[config.mk]
export PLATFORM = sky130hd
export DESIGN_NAME = mips_muldiv_unit
export DESIGN_NICKNAME = d
export VERILOG_FILES = /design/src/rtl/mips_muldiv_unit.sv
export SDC_FILE = /design/constraint.sdc
export NUM_CORES = 1
export LEC_CHECK = 0
export CAP_MARGIN = 40
export CORE_ASPECT_RATIO = 2
export CORE_MARGIN = 4
export CORE_UTILIZATION = 60
export CTS_CLUSTER_DIAMETER = 80
export DETAILED_ROUTE_END_ITERATION = 12
export GPL_ROUTABILITY_DRIVEN = 0
export PLACE_DENSITY = 0.8
export SLEW_MARGIN = 15
export SYNTH_ARGS = -nofsm -noshare
export SYNTH_HDL_FRONTEND = slang
export SYNTH_SLANG_ARGS = --single-unit
[constraint.sdc]
create_clock -name clk -period 3.7 [get_ports clk]
set_input_delay 0.37 -clock clk [delete_from_list [all_inputs] [get_ports clk]]
set_output_delay 0.37 -clock clk [all_outputs]
set_load 0.01 [all_outputs]
[src/rtl/mips_muldiv_unit.sv]
// mips_muldiv_unit
// Iterative multiply/divide unit with the architectural HI/LO registers.
// It sits beside the EX-stage ALU. The hazard unit stalls IF/ID/PC while busy is high.
//
// Ports
//   clk          rising-edge clock
//   reset        asynchronous active-low reset
//   start        issue request, sampled on the rising edge
//   op[2:0]      000 MULT, 001 MULTU, 010 DIV, 011 DIVU, 100 MTHI, 101 MTLO,
//                110/111 NOP
//   A, B         rs / rt operands, sampled only on the accepting edge
//   busy         high while the unit is not idle
//   done         one-cycle pulse after HI/LO were written by a mult/div
//   div_by_zero  pulse coincident with done for DIV/DIVU with B==0
//   HI, LO       architectural HI/LO registers
//
// Operands are held as magnitudes plus recorded signs. Each multiply or
// divide iteration works on unsigned values. The sign fix-up is applied
// once, in FIX, when HI/LO are committed.
module mips_muldiv_unit #(
  parameter int DATA_WIDTH = 32,
  parameter bit FAST_MULT  = 1'b0
) (
  input  logic                  clk,
  input  logic                  reset,
  input  logic                  start,
  input  logic [2:0]            op,
  input  logic [DATA_WIDTH-1:0] A,
  input  logic [DATA_WIDTH-1:0] B,
  output logic                  busy,
  output logic                  done,
  output logic                  div_by_zero,
  output logic [DATA_WIDTH-1:0] HI,
  output logic [DATA_WIDTH-1:0] LO
);

  localparam int W  = DATA_WIDTH;
  localparam int CW = $clog2(W + 1);

  typedef enum logic [1:0] {
    S_IDLE = 2'd0,
    S_RUN  = 2'd1,
    S_FIX  = 2'd2
  } state_e;

  state_e          state_q, state_d;
  logic [CW-1:0]   cnt_q, cnt_d;
  logic [2*W-1:0]  acc_q, acc_d;    // mult: {partial, multiplier}; div: {rem, quotient}
  logic [W-1:0]    opa_q, opa_d;    // |A|
  logic [W-1:0]    opb_q, opb_d;    // |B|
  logic            is_div_q, is_div_d;
  logic            sa_q, sa_d;
  logic            sb_q, sb_d;
  logic [W-1:0]    hi_q, hi_d;
  logic [W-1:0]    lo_q, lo_d;
  logic            done_q, done_d;
  logic            dz_q, dz_d;

  // Operand conditioning: unsigned ops (op[0]=1) never record a sign.
  logic            a_neg_s, b_neg_s;
  logic [W-1:0]    a_mag_s, b_mag_s;
  assign a_neg_s = ~op[0] & A[W-1];
  assign b_neg_s = ~op[0] & B[W-1];
  assign a_mag_s = a_neg_s ? (-A) : A;
  assign b_mag_s = b_neg_s ? (-B) : B;

  // Shift-add step: add the multiplicand when the multiplier LSB is set, then shift right.
  logic [W:0]      mul_sum_s;
  logic [2*W-1:0]  mul_next_s;
  assign mul_sum_s  = {1'b0, acc_q[2*W-1:W]} + (acc_q[0] ? {1'b0, opa_q} : {(W+1){1'b0}});
  assign mul_next_s = {mul_sum_s, acc_q[W-1:1]};

  logic [2*W-1:0]  fast_prod_s;
  assign fast_prod_s = {{W{1'b0}}, opa_q} * {{W{1'b0}}, opb_q};

  // Restoring-divide step. rem < divisor, so the shifted remainder fits W+1 bits
  // and the top bit of the difference is a reliable borrow.
  logic [W:0]      div_shift_s, div_diff_s;
  logic            div_ge_s;
  logic [W-1:0]    div_rem_s;
  logic [2*W-1:0]  div_next_s;
  assign div_shift_s = {acc_q[2*W-1:W], acc_q[W-1]};
  assign div_diff_s  = div_shift_s - {1'b0, opb_q};
  assign div_ge_s    = ~div_diff_s[W];
  assign div_rem_s   = div_ge_s ? div_diff_s[W-1:0] : div_shift_s[W-1:0];
  assign div_next_s  = {div_rem_s, acc_q[W-2:0], div_ge_s};

  // Sign fix-up. The most-negative/-1 case produces the most-negative quotient with no extra logic.
  logic [2*W-1:0]  prod_fix_s;
  logic [W-1:0]    quo_fix_s, rem_fix_s, a_orig_s;
  logic            div_zero_s;
  assign prod_fix_s = (sa_q ^ sb_q) ? (-acc_q) : acc_q;
  assign quo_fix_s  = (sa_q ^ sb_q) ? (-acc_q[W-1:0]) : acc_q[W-1:0];
  assign rem_fix_s  = sa_q ? (-acc_q[2*W-1:W]) : acc_q[2*W-1:W];
  assign a_orig_s   = sa_q ? (-opa_q) : opa_q;
  assign div_zero_s = (opb_q == {W{1'b0}});

  // Next-state, datapath and HI/LO update logic.
  always_comb begin
    state_d  = state_q;
    cnt_d    = cnt_q;
    acc_d    = acc_q;
    opa_d    = opa_q;
    opb_d    = opb_q;
    is_div_d = is_div_q;
    sa_d     = sa_q;
    sb_d     = sb_q;
    hi_d     = hi_q;
    lo_d     = lo_q;
    done_d   = 1'b0;
    dz_d     = 1'b0;
    case (state_q)
      S_IDLE: begin
        if (start) begin
          case (op)
            3'b000, 3'b001, 3'b010, 3'b011: begin
              is_div_d = op[1];
              sa_d     = a_neg_s;
              sb_d     = b_neg_s;
              opa_d    = a_mag_s;
              opb_d    = b_mag_s;
              acc_d    = op[1] ? {{W{1'b0}}, a_mag_s} : {{W{1'b0}}, b_mag_s};
              cnt_d    = (FAST_MULT && !op[1]) ? CW'(1) : CW'(W);
              state_d  = S_RUN;
            end
            3'b100:  hi_d = A;
            3'b101:  lo_d = A;
            default: begin end
          endcase
        end else begin
          state_d = S_IDLE;
        end
      end
      S_RUN: begin
        cnt_d = cnt_q - CW'(1);
        if (is_div_q) begin
          acc_d = div_next_s;
        end else if (FAST_MULT) begin
          acc_d = fast_prod_s;
        end else begin
          acc_d = mul_next_s;
        end
        if (cnt_q == CW'(1)) begin
          state_d = S_FIX;
        end else begin
          state_d = S_RUN;
        end
      end
      S_FIX: begin
        state_d = S_IDLE;
        done_d  = 1'b1;
        if (!is_div_q) begin
          hi_d = prod_fix_s[2*W-1:W];
          lo_d = prod_fix_s[W-1:0];
        end else if (div_zero_s) begin
          hi_d = a_orig_s;
          lo_d = {W{1'b1}};
          dz_d = 1'b1;
        end else begin
          hi_d = rem_fix_s;
          lo_d = quo_fix_s;
        end
      end
      default: state_d = S_IDLE;
    endcase
  end

  // State and datapath registers. Reset aborts any operation in flight.
  always_ff @(posedge clk or negedge reset) begin
    if (!reset) begin
      state_q  <= S_IDLE;
      cnt_q    <= {CW{1'b0}};
      acc_q    <= {(2*W){1'b0}};
      opa_q    <= {W{1'b0}};
      opb_q    <= {W{1'b0}};
      is_div_q <= 1'b0;
      sa_q     <= 1'b0;
      sb_q     <= 1'b0;
      hi_q     <= {W{1'b0}};
      lo_q     <= {W{1'b0}};
      done_q   <= 1'b0;
      dz_q     <= 1'b0;
    end else begin
      state_q  <= state_d;
      cnt_q    <= cnt_d;
      acc_q    <= acc_d;
      opa_q    <= opa_d;
      opb_q    <= opb_d;
      is_div_q <= is_div_d;
      sa_q     <= sa_d;
      sb_q     <= sb_d;
      hi_q     <= hi_d;
      lo_q     <= lo_d;
      done_q   <= done_d;
      dz_q     <= dz_d;
    end
  end

  assign busy        = (state_q != S_IDLE);
  assign done        = done_q;
  assign div_by_zero = dz_q;
  assign HI          = hi_q;
  assign LO          = lo_q;

endmodule

==> impl_metrics.ini <==
[status]
status = completed

[critical_path]
slowest_stage = or4b_4
path_depth = 12
ff2ff_path_depth = 12
cp_top_family = simple AND/OR/NAND/NOR gates
start_kind = flip-flop
crit_required_ns = 4.10
crit_path_end_kind = flip-flop
critPathMaxStageDelay_ns = 0.59
path_class = flip-flop to flip-flop
path_buf_inv = 2
crit_fanout = 6
cp_cell_sequence = inv_2, ha_2, or3b_2, nor4b_4, buf_4, nand4_1, or4b_4, nand2_1, xnor2_1, o21ai_1, a31oi_2, a221o_1
worstPathArrival_ns = 4.02

[timing]
tightest_slew_ns = 0.999
skew_ns = 0.0142
drv_slew = 0
hold_viol = 0
fin_crit_ns = 3.62
fmax_ghz = 0.276
setup_viol = 0
relSlewSlack_pct = 33.2
period_share_pct = 97.8

[synth]
syn_inst = 2244
synth_seq_cells = 205
avgSynthCellArea_um2 = 7.83
ys.flop_type = dfrtp_1
yosys-top-cells-area = dfrtp_1, xnor2_1, o21ai_0, nand2_1, ha_1
yosysMostFrequentCell = nand2_1
ys_types = 83
synthTopCellsByCount = nand2_1, o21ai_0, dfrtp_1
seq_area_frac_synth_pct = 29.2
synth_area_um2 = 17600
async_flop_share_pct = 100
synth_top_cell_by_area = dfrtp_1
synth_enable_flop_cells = 0
synth_top_cell_area_share_pct = 29.2
yosysWarningCount = 0
synth_nets = 2387

[finish]
nets = 2515
final_core_util_pct = 71.0
area_growth_pct = 16.6
layout-drive-gt1-share_pct = 8.94

[floorplanning]
coreArea_um2 = 28800
die_h_um = 250
fp.dieArea_um2 = 32300
ios = 137
initial_core_util_pct = 60.9
rows = 88
dieWidth_um = 129

[place]
dp_hpwl_um = 54200
port_buffers = 136

[drt]
dr.pass1.iters = 7
routed_wl_um = 72600
drc = 0
drtAntennaViolNets = 0
wire_per_inst_um = 26.5
vias = 19300
drt_iter0_drc = 2585
vias_per_cell = 7.03

[power_and_ir_drop]
vdd.ir_drop.worst_mv = 0.814
leakage_nw = 8.70
finalPower_mw = 21.9
power_density_nw_per_um2 = 1070

[global_routing]
grt_max_degree = 90
grt_pass1_wl_um = 110000
first_global_vias = 18800
antenna_found_initial = 2
overflow = 0
gr-usage-all-layers_pct = 44.5

[clock_network]
clock_sinks = 205
clk_latency_ns = 0.53
cts_tree = built
cts_root_buffer = clkbuf_16
htreeDepth = 1
cts_inserted_buffers = 20
cts.path.max_buffers = 3
clk_pin_slew_ns = 0.07

[flow_run]
maxCapViolCount = 0

[hold_path]
worstHoldPathType = input port to asynchronous set/reset pin
-- sequential cells by signal (all words and copies together), names as in the netlist --
name         count
done             1
opb_q           32
is_div_q         1
sb_q             1
acc_q           64
sa_q             1
state_q          2
opa_q           32
div_by_zero      1
LO              32
cnt_q            6
HI              32
-- final timing paths --
kind	end	slack, ns	startpoint
max reg2reg	HI[30]$_DFFE_PN0P_	0.08	acc_q[33]$_DFFE_PN0P_
max	HI[30]$_DFFE_PN0P_	0.08	acc_q[33]$_DFFE_PN0P_
max in group asynchronous	acc_q[0]$_DFFE_PN0P_	2.37	reset
min in group clk	LO[23]$_DFFE_PN0P_	0.48	LO[23]$_DFFE_PN0P_
min reg2reg	LO[23]$_DFFE_PN0P_	0.48	LO[23]$_DFFE_PN0P_
min	sa_q$_DFFE_PN0P_	0.44	reset
-- cell usage in the layout, fill, tap and decap left out, drive strengths merged, types with 21 or more instances in the layout --
| master | instances |
|---|---|
| clkbuf | 35 |
| a21o | 30 |
| mux2i | 60 |
| and2 | 41 |
| o211ai | 28 |
| clkdlybuf4s50 | 134 |
| buf | 119 |
| a22oi | 29 |
| o21ai | 273 |
| nand2b | 23 |
| ha | 71 |
| nand3 | 44 |
| nor3 | 35 |
| and3 | 21 |
| dfrtp | 205 |
| o22ai | 25 |
| xor2 | 86 |
| nor2 | 145 |
| a31oi | 22 |
| nor4 | 24 |
| inv | 72 |
| o31ai | 27 |
| or4 | 23 |
| xnor2 | 142 |
| a21oi | 170 |
| nand2 | 286 |
-- area by class of cell --
cell class	instances	area, µm²
diodes	1	2.50
clock buffers	29	596
clock inverters	4	30.0
fillers	2331	8350
inverters	71	267
multi-input cells	1814	11600
flip-flops and latches	205	5130
well taps	360	450
repair buffers	260	2390
-- worst register-to-register path: cells and delay by family, from the launching register on --
| kind | cells | cell delay [ns] |
|---|---|---|
| XOR/XNOR | 1 | 0.07 |
| AND/OR/NAND/NOR | 5 | 1.64 |
| buffers and inverters | 2 | 0.35 |
| adder cells (fa/ha/maj) | 1 | 0.25 |
| flip-flops | 1 | 0.48 |
| AO/OA/AOI/OAI | 3 | 0.72 |
-- cells by family after synthesis --
family | count (synthesis) | share of synthesized area, %
DFF | 205 | 29.2
AOI/OAI and AO/OA | 728 | 25.3
and+or+nand+nor | 717 | 19.8
buffers and inverters | 225 | 4.98
adders and majority gates | 73 | 5.28
xor gates and xnor gates | 228 | 11.4
muxes | 68 | 3.99
-- per-layer routing --
| layer | routed length [µm] | vias up | track usage, % | part of all wire, % |
|---|---|---|---|---|
| met1 | 22100 | 8943 | 46.2 | 30 |
| met4 | 9080 | 2 | 40.8 | 13 |
| met2 | 33700 | 1468 | 70.8 | 46 |
| li1 | - | 8327 | - | - |
| met3 | 7670 | 547 | 12.3 | 11 |
| met5 | 12 | - | 0 | 0.017 |
-- per-stage QoR --
stage | cells | TNS, ns | cell area [µm²] | worst slack, ns | hold WS (ns)
after global routing | 2743 | -0.0534 | 20500 | -0.0534 | 0.496
after CTS | 2734 | 0 | 20400 | 0.0138 | 0.469
final | 2744 | 0 | 20500 | 0.0801 | 0.438
after global placement | 2699 | -0.0915 | 19800 | -0.0915 | 0.435
after detailed placement | 2699 | -0.206 | 19800 | -0.206 | 0.446
after floorplan | 2244 | 0 | 17600 | 0.493 | 0.0744
-- where the power goes --
group | internal [mW] | switching (mW) | total [mW]
registers | 3.37 | 1.60 | 4.97
clock network | 1.12 | 0.957 | 2.08
logic | 6.24 | 8.60 | 14.8
total | 10.7 | 11.2 | 21.9
-- what timing repair did --
action                     4_1_cts  5_1_grt
hold endpoints to repair        76        0
setup endpoints to repair        1       10
gates resized for setup          2        4
hold buffers                     1        0
setup buffers                    1        2
pin swaps                        1        2
Note: power is estimated with default switching activity, not from simulation.
